File: config.mk
export PLATFORM = sky130hd
export DESIGN_NAME = game_load_seq
export DESIGN_NICKNAME = d
export VERILOG_FILES = /design/src/rtl/game_load_seq_pkg.sv /design/src/rtl/game_load_seq_oled_xy_map.sv /design/src/rtl/game_load_seq.sv
export SDC_FILE = /design/constraint.sdc
export NUM_CORES = 1
export LEC_CHECK = 0
export BUFFER_PORTS_ARGS = -buffer_cell sky130_fd_sc_hd__buf_2
export CORE_AREA = 2 2 114 116
export DETAILED_ROUTE_END_ITERATION = 8
export DIE_AREA = 0 0 116 118
export SLEW_MARGIN = 20
export SYNTH_ARGS = -nofsm -noshare
export SYNTH_HDL_FRONTEND = slang
export SYNTH_SLANG_ARGS = --single-unit
File: constraint.sdc
create_clock -name clk -period 2.7 [get_ports clk]
set_input_delay 0.135 -clock clk [delete_from_list [all_inputs] [get_ports clk]]
set_output_delay 0.135 -clock clk [all_outputs]
set_load 0.01 [all_outputs]
File: src/rtl/game_load_seq_pkg.sv
// Shared encodings and screen geometry for the loading-screen sequencer.
package game_load_seq_pkg;

  typedef enum logic [1:0] {
    ST_IDLE = 2'd0,
    ST_LOAD = 2'd1,
    ST_DONE = 2'd2
  } state_t;

  localparam int LOAD_SEGMENTS = 4;
  localparam int OLED_W        = 96;
  localparam int OLED_H        = 64;
  localparam int OLED_PIXELS   = OLED_W * OLED_H;

endpackage

File: src/rtl/game_load_seq_oled_xy_map.sv
// Maps an OLED raster index to a registered (column, row) pair, one cycle latency.
// Out-of-range indices map to the origin.
module oled_xy_map
  import game_load_seq_pkg::*;
#(
  parameter int SCREEN_W = OLED_W
) (
  input  logic        clk,
  input  logic        rst_n,
  input  logic [12:0] pixel_index,
  output logic [6:0]  x,
  output logic [5:0]  y
);

  localparam logic [13:0] PIX_LIM = 14'(SCREEN_W * OLED_H);
  localparam logic [13:0] W14     = 14'(SCREEN_W);

  // Restoring long division by the constant width: 6 quotient bits cover 64 rows.
  function automatic logic [12:0] div_w(input logic [12:0] p);
    logic [13:0] rem;
    logic [5:0]  q;
    rem = {1'b0, p};
    q   = '0;
    for (int i = 5; i >= 0; i--) begin
      if (rem >= (W14 << i)) begin
        rem  = rem - (W14 << i);
        q[i] = 1'b1;
      end
    end
    return {q, rem[6:0]};
  endfunction

  logic        in_range;
  logic [12:0] qr;

  assign in_range = {1'b0, pixel_index} < PIX_LIM;
  assign qr       = div_w(pixel_index);

  always_ff @(posedge clk or negedge rst_n) begin
    if (!rst_n) begin
      x <= '0;
      y <= '0;
    end else if (in_range) begin
      x <= qr[6:0];
      y <= qr[12:7];
    end else begin
      x <= '0;
      y <= '0;
    end
  end

endmodule

File: src/rtl/game_load_seq.sv
// Loading-bar sequencer: lights four segments of STEP_TICKS unpaused cycles each,
// pulses done when the last one expires; abort returns to IDLE from anywhere.
module game_load_seq
  import game_load_seq_pkg::*;
#(
  parameter int STEP_TICKS = 6250000,
  parameter int SCREEN_W   = OLED_W
) (
  input  logic        clk,
  input  logic        rst_n,
  input  logic        start,
  input  logic        pause,
  input  logic        abort,
  input  logic [12:0] pixel_index,
  output logic [6:0]  x,
  output logic [5:0]  y,
  output logic [2:0]  cnt,
  output logic        busy,
  output logic        done
);

  localparam int            TW      = $clog2(STEP_TICKS);
  localparam logic [TW-1:0] T_LAST  = TW'(STEP_TICKS - 1);
  localparam logic [2:0]    CNT_MAX = 3'(LOAD_SEGMENTS);

  state_t        state, state_nxt;
  logic [TW-1:0] timer;
  logic          seg_end;

  assign seg_end = (state == ST_LOAD) && !pause && (timer == T_LAST);

  always_ff @(posedge clk or negedge rst_n) begin
    if (!rst_n) state <= ST_IDLE;
    else        state <= state_nxt;
  end

  always_comb begin
    state_nxt = state;
    if (abort) begin
      state_nxt = ST_IDLE;
    end else begin
      case (state)
        ST_IDLE: if (start) state_nxt = ST_LOAD;
        ST_LOAD: if (seg_end && cnt == CNT_MAX) state_nxt = ST_DONE;
        ST_DONE: if (start) state_nxt = ST_LOAD;
        default: state_nxt = ST_IDLE;
      endcase
    end
  end

  always_comb begin
    busy = (state == ST_LOAD);
  end

  // Segment timer, lit-segment count and the registered done pulse.
  always_ff @(posedge clk or negedge rst_n) begin
    if (!rst_n) begin
      timer <= '0;
      cnt   <= '0;
      done  <= 1'b0;
    end else begin
      done <= 1'b0;
      if (abort) begin
        timer <= '0;
        cnt   <= '0;
      end else begin
        case (state)
          ST_IDLE, ST_DONE: begin
            if (start) begin
              cnt   <= 3'd1;
              timer <= '0;
            end
          end
          ST_LOAD: begin
            if (seg_end) begin
              timer <= '0;
              if (cnt == CNT_MAX) done <= 1'b1;
              else                cnt  <= cnt + 3'd1;
            end else if (!pause) begin
              timer <= timer + TW'(1);
            end
          end
          default: begin
            timer <= '0;
            cnt   <= '0;
          end
        endcase
      end
    end
  end

  oled_xy_map #(.SCREEN_W(SCREEN_W)) u_xy (
    .clk         (clk),
    .rst_n       (rst_n),
    .pixel_index (pixel_index),
    .x           (x),
    .y           (y)
  );

endmodule
==> impl_metrics.env, run 1 <==
export IMPL_globalRouteMet1Util_pct=17.2
export IMPL_antenna_found_initial=0
export IMPL_crit_path_top_delay_cell="or4_4"
export IMPL_fin_crit_sh_pct=213
export IMPL_yosysTopAreaCell="dfrtp_1"
export IMPL_synth_compound_area_share_pct=20.7
export IMPL_setup_viol=6
export IMPL_crit_path_end="u_xy.y[0]"
export IMPL_fmax_mhz=174
export IMPL_slew_viol_final=0
export IMPL_ioPinCount=36
export IMPL_yosys_area_share_simple_pct=27.5
export IMPL_yosysUniqueCellTypes=71
export IMPL_seqPwrFrac_pct=26.0
export IMPL_syn_to_final_growth_pct=54.2
export IMPL_drc=0
export IMPL_cts_tree="built"
export IMPL_cts_made_buffers=5
export IMPL_synth_warnings=0
export IMPL_vias=3233
export IMPL_worstPathMaxFanout=3
export IMPL_ir_drop_mv=0.188
export IMPL_tns_ns=-12.13
export IMPL_fillers=1264
export IMPL_syn_instance_count=354
export IMPL_multiInputGateArea_mm2=0.00218
export IMPL_place_congestion=0.910
export IMPL_synthFlopType="dfrtp_1"
export IMPL_violations="negative setup slack"
export IMPL_initial_core_util_pct=24.7
export IMPL_path_class="primary input to register"
export IMPL_dpl_hpwl_mm=6.93
export IMPL_grt_ovfl_total=0
export IMPL_final_nets=528
export IMPL_final_area_mm2=0.00474
export IMPL_p_int_w=0.00173
export IMPL_cts_buffer_depth=2
export IMPL_ys_seq_area_share_pct=34.2
export IMPL_synth_area_leaders="dfrtp_1 34%, nor2_1 5.1%, xor2_1 4.3%"
export IMPL_htreeDepth=2
export IMPL_cp_top_family="simple AND/OR/NAND/NOR gates"
export IMPL_min_period_ns=5.74
export IMPL_grt_busiest_layer="met2"
export IMPL_die_h_um=118
export IMPL_end_kind="register"
export IMPL_fp_coreArea_mm2=0.0124
export IMPL_startpoint_type="primary input"
export IMPL_register_area_mm2=0.00105
export IMPL_synth_adder_area_share_pct=3.67
export IMPL_die_area_mm2=0.0137
export IMPL_synth_top_area_share_pct=34.2
export IMPL_grt_pass1_wl_mm=15.6
export IMPL_synth_seq_cells=42
export IMPL_timing_rr_end="timer[9]"
export IMPL_r2r_slack_ns=0.31
export IMPL_grt_pass1_vias=3355
export IMPL_diodes=0
export IMPL_wirelength_mm=9.16
export IMPL_crit_required_ns=2.87
export IMPL_maxSlewHeadroom_pct=62.9
export IMPL_p_leak_nw=2.06
export IMPL_muxShareOfSynthArea_pct=3.67
export IMPL_hold_path_class="primary input to register"
export IMPL_final_layout_size_suffix_gt1_share_pct=42.6
export IMPL_final_hold_viol_count=0
export IMPL_outcome="complete, but fails checks"
export IMPL_r2r_start="timer[6]"
export IMPL_die_x_um=116
export IMPL_clk_latency_ns=0.28
export IMPL_cpMostUsedCell="ha_2"
export IMPL_synthXorXnorAreaFrac_pct=7.38
export IMPL_setup_ws_ns=-3.04
export IMPL_grt_util_all_layers_pct=13.9
export IMPL_route_antenna_remaining_nets=0
export IMPL_synthArstFlopShare_pct=100
export IMPL_worst_slew_pin_slew_ns=0.557
export IMPL_viasPerCell=4.80
export IMPL_worstRegToRegCells=8
export IMPL_power_density_mw_per_mm2=543
export IMPL_slowest_delay_ns=0.59
export IMPL_rsz0062_at_grt="true"
export IMPL_fin_worst_skew_ns=0.00886
export IMPL_grt_met3_usage_pct=2.63
export IMPL_crit_buf_inv=3
export IMPL_synth_nets=381
export IMPL_detail_route_wl_per_cell_um=13.6
export IMPL_rows=41
export IMPL_grt_max_degree=43
export IMPL_dpl_cell_area_mm2=0.00420
export IMPL_critical_path_arrival_ns=5.91
export IMPL_cap_violations=0
export IMPL_critPathLaunch="pixel_index[10]"
export IMPL_synth_top_family_by_area="simple AND/OR/NAND/NOR gates"
export IMPL_grt_util_met2_pct=24.2
export IMPL_syn_area_per_cell_um2=8.67
export IMPL_combPwrFrac_pct=47.8
export IMPL_hold_start="pixel_index[1]"
export IMPL_synth_edff_count=0
export IMPL_io_buffers=35
export IMPL_dp_slack_ns=-3.62
export IMPL_cts_sinks=42
export IMPL_power_frac_clock_pct=26.2
export IMPL_clk_pin_slew_worst_paths_ns=0.06
export IMPL_cp_num_cells=33
export IMPL_drt_iter0_drc=94
export IMPL_power_switching_w=0.000846
export IMPL_switching_share_pct=32.9
export IMPL_cts_root_buf="clkbuf_16"
export IMPL_dr_pass1_iters=4
export IMPL_syn_cell_area_mm2=0.00307
==> worst min-delay path by stage <==
stage / endpoint / slack, ns / cells past startpoint
floorplan: cnt[0] / -0.16 / 0
global placement: timer[0] / 0.35 / 1
detailed placement: cnt[0] / 0.36 / 1
CTS: timer[10] / 0.06 / 1
global route: u_xy.x[1] / 0.08 / 2
finish: u_xy.x[1] / 0.07 / 2
==> worst reg2reg max path, delay by kind of cell (launching register included) <==
family,cells,cell delay (ns)
buffers and inverters,1,0.16
DFF,1,0.44
and+or+nand+nor,7,1.68
==> cells in the final DEF (no fill, tap or decap), types with 3 or more instances in the layout <==
cell type,n
a21o_1,3
nor2_1,38
buf_6,6
buf_2,32
a21oi_2,3
clkbuf_16,5
nor3_4,4
xnor2_1,7
ha_1,3
nand2b_1,7
dfrtp_1,42
o21a_1,4
nor3_1,8
ha_2,4
o21ai_0,15
xor2_1,14
a21oi_1,13
nand2_1,31
buf_4,111
nand4_1,7
nor2_4,3
nor2b_1,5
and3_1,4
o31a_1,3
nor4_1,6
a31oi_1,4
o31ai_1,3
inv_1,11
nand3_1,16
and2_1,5
mux2i_1,4
a211o_1,3
==> metal layers <==
layer  share of wire (%)  vias up
li1                    -     1587
met1                  42     1549
met2                  52       81
met3                 4.8       16
met4                 2.0        0
met5                   0        -
==> final cells by class <==
class / instances / area share, %
multi-input combinational: 290 / 46.0
timing repair buffer: 151 / 22.9
sequential: 42 / 22.2
tap: 172 / 4.54
clock buffer: 7 / 2.80
inverter: 11 / 0.872
clock inverter: 1 / 0.634
==> cell families after synthesis <==
family,Yosys count
AO/OA/AOI/OAI,84
buffers and inverters,22
flip-flops,42
AND/OR/NAND/NOR,162
XOR/XNOR,25
adder cells (fa/ha/maj),9
multiplexers,10
==> synthesized netlist by cell type (5+ instances only) <==
cell,instances
a21oi_1,16
and2_1,6
clkbuf_1,7
dfrtp_1,42
ha_1,9
inv_1,11
mux2i_1,5
nand2_1,32
nand2b_1,7
nand3_1,17
nand4_1,7
nor2_1,42
nor2b_1,5
nor3_1,10
nor4_1,9
o21ai_0,15
xnor2_1,9
xor2_1,15
==> power groups by stage <==
stage / Combinational, W / Sequential (W) / Clock (W)
after floorplan: 0.000550 / 0.000690 / 0
after global placement: 0.00102 / 0.000681 / 0
after detailed placement: 0.00103 / 0.000681 / 0
after CTS: 0.00114 / 0.000669 / 0.000690
after global routing: 0.00134 / 0.000671 / 0.000725
final: 0.00123 / 0.000668 / 0.000675
==> timing repair <==
item,4_1_cts,5_1_grt
hold endpoints to repair,0,42
pin swaps,15,9
setup endpoints to repair,6,31
buffers inserted,23,5
hold buffers,0,1
resized for setup,15,19
==> sequential cells by signal, summed over array words and instances, names as in the netlist <==
| name | cells |
|---|---|
| u_xy.y | 6 |
| cnt | 3 |
| u_xy.x | 7 |
| state | 2 |
| done | 1 |
| timer | 23 |
==> stage by stage <==
step | hold slack [ns] | instances | power, W | utilization, %
5_1_grt | 0.0763 | 674 | 0.00273 | 38.1
3_3_place_gp | 0.347 | 639 | 0.00170 | 33.8
2_1_floorplan | -0.161 | 354 | 0.00124 | -
3_5_place_dp | 0.362 | 639 | 0.00171 | 33.8
6_report | 0.0673 | 674 | 0.00257 | 38.1
4_1_cts | 0.0585 | 668 | 0.00250 | 36.9
Note: power is estimated with default switching activity, not from simulation.
==> run 2, diff against run 1 <==
--- a/config.mk
+++ b/config.mk
@@ -9,6 +9,7 @@
 export CORE_AREA = 2 2 114 116
 export DETAILED_ROUTE_END_ITERATION = 8
 export DIE_AREA = 0 0 116 118
+export RECOVER_POWER = 100
 export SLEW_MARGIN = 20
 export SYNTH_ARGS = -nofsm -noshare
 export SYNTH_HDL_FRONTEND = slang
==> impl_metrics.env, run 2 (synthesized netlist as in run 1, its figures left out) <==
export IMPL_grt_util_all_layers_pct=13.9
export IMPL_wirelength_mm=9.16
export IMPL_detail_route_wl_per_cell_um=13.6
export IMPL_cpMostUsedCell="ha_2"
export IMPL_wl_met1_mm=3.84
export IMPL_dr_pass1_iters=5
export IMPL_syn_to_final_growth_pct=52.8
export IMPL_final_util_pct=37.8
export IMPL_drt_iter0_drc=101
export IMPL_layout_cells_non_filler=674
export IMPL_drc=0
export IMPL_power_density_mw_per_mm2=548
export IMPL_finalPower_w=0.00257
export IMPL_fp_coreArea_mm2=0.0124
export IMPL_min_period_ns=5.76
export IMPL_fillers=1282
export IMPL_critical_path_arrival_ns=5.91
export IMPL_die_area_mm2=0.0137
export IMPL_cts_root_buf="clkbuf_16"
export IMPL_viasPerCell=4.83
export IMPL_worst_slew_pin_slew_ns=1.09
export IMPL_hold_path_class="primary input to register"
export IMPL_route_antenna_remaining_nets=0
export IMPL_startpoint_type="primary input"
export IMPL_setup_ws_ns=-3.06
export IMPL_clk_latency_ns=0.28
export IMPL_rsz0062_at_grt="true"
export IMPL_clk_pin_slew_worst_paths_ns=0.06
export IMPL_ir_drop_mv=0.190
export IMPL_final_cell_mix="108 x buf_4, 42 x dfrtp_1, 38 x nor2_1, 31 x nand2_1, 22 x clkbuf_1"
export IMPL_largest_reg_flops=23
export IMPL_place_congestion=0.910
export IMPL_final_layout_size_suffix_gt1_share_pct=38.2
export IMPL_cts_buffer_depth=2
export IMPL_slowest_delay_ns=0.59
export IMPL_ioPinCount=36
export IMPL_final_nets=528
export IMPL_grt_pass1_vias=3355
export IMPL_end_kind="register"
export IMPL_crit_path_top_delay_cell="or4_4"
export IMPL_fin_worst_skew_ns=0.0101
export IMPL_dp_cells=639
export IMPL_cts_sinks=42
export IMPL_fin_crit_sh_pct=213
export IMPL_violations="negative setup slack"
export IMPL_outcome="complete, but fails checks"
export IMPL_slew_viol_final=0
export IMPL_antenna_found_initial=0
export IMPL_dpl_hpwl_mm=6.93
export IMPL_largest_register="timer"
export IMPL_die_x_um=116
export IMPL_grt_max_degree=43
export IMPL_cap_violations=0
export IMPL_crit_required_ns=2.85
export IMPL_route_met2_wl_mm=4.72
export IMPL_reg_top3="timer: 23 flops, u_xy.x: 7 flops, u_xy.y: 6 flops"
export IMPL_vias=3257
export IMPL_rows=41
export IMPL_final_hold_viol_count=0
export IMPL_diodes=0
export IMPL_setup_viol=6
export IMPL_cts_made_buffers=5
export IMPL_p_leak_nw=1.99
export IMPL_cts_tree="built"
export IMPL_io_buffers=35
export IMPL_final_common_cell="buf_4"
export IMPL_grt_pass1_wl_mm=15.6
export IMPL_htreeDepth=2
export IMPL_initial_core_util_pct=24.7
export IMPL_path_class="primary input to register"
export IMPL_detailroute_wirelength_met3_um=366
export IMPL_grt_ovfl_total=0
export IMPL_fmax_mhz=174
export IMPL_maxSlewHeadroom_pct=27.0
export IMPL_worstPathMaxFanout=3
export IMPL_die_h_um=118
export IMPL_highest_layer="met4"
## run 2: layer usage
metal / track usage, % / vias to the layer above
met5: 0 / -
met4: 4.09 / 0
met3: 2.63 / 16
met2: 24.2 / 78
met1: 17.2 / 1569
li1: - / 1594
## run 2: worst max-delay path: cells and delay by family
| kind | cells | cell delay (ns) |
|---|---|---|
| and+or+nand+nor | 9 | 2.12 |
| xor gates and xnor gates | 3 | 0.47 |
| muxes | 1 | 0.14 |
| AOI/OAI and AO/OA | 11 | 1.56 |
| adders and majority gates | 6 | 1.10 |
| buffers and inverters | 3 | 0.34 |
## run 2: path summary, 6_finish.rpt
check	to	startpoint	slack, ns	depth (start not counted)
worst max-delay path	u_xy.y[0]	pixel_index[10]	-3.06	33
worst min-delay path	u_xy.x[1]	pixel_index[1]	0.07	2
worst max register to register	timer[9]	timer[6]	0.12	8
worst min register to register	timer[1]	timer[1]	0.51	2
max in group asynchronous	u_xy.x[0]	rst_n	1.44	2
min in group asynchronous	cnt[0]	rst_n	0.60	2
## run 2: where the power goes
part	internal, W	switching (W)
combinational	0.000626	0.000596
clock	0.000437	0.000241
sequential	0.000655	0.0000135
total	0.00172	0.000851
## run 2: through the flow
step | hold slack [ns] | instance area [um^2] | setup TNS [ns] | setup slack, ns
after floorplan | -0.161 | 3200 | -13.64 | -3.49
after global placement | 0.347 | 4200 | -14.07 | -3.42
after detailed placement | 0.362 | 4200 | -14.93 | -3.62
after CTS | 0.0585 | 4590 | -12.26 | -3.08
after global routing | 0.0763 | 4690 | -16.04 | -3.31
final | 0.0653 | 4690 | -12.17 | -3.06
## run 2: final cells by class
type	count	area, um^2	area share [%]
Tap cell	172	215	4.59
Sequential cell	42	1050	22.4
Inverter	11	41.3	0.880
Clock inverter	1	30.0	0.640
Clock buffer	7	133	2.83
Timing Repair Buffer	151	1050	22.5
Multi-Input combinational cell	290	2170	46.2
## run 2: repair_timing
| item | CTS | global route |
|---|---|---|
| setup endpoints to repair | 6 | 31 |
| hold endpoints to repair | 0 | 42 |
| hold buffers | 0 | 1 |
| pin swaps | 15 | 9 |
| buffers inserted | 23 | 5 |
| gates resized for setup | 15 | 19 |
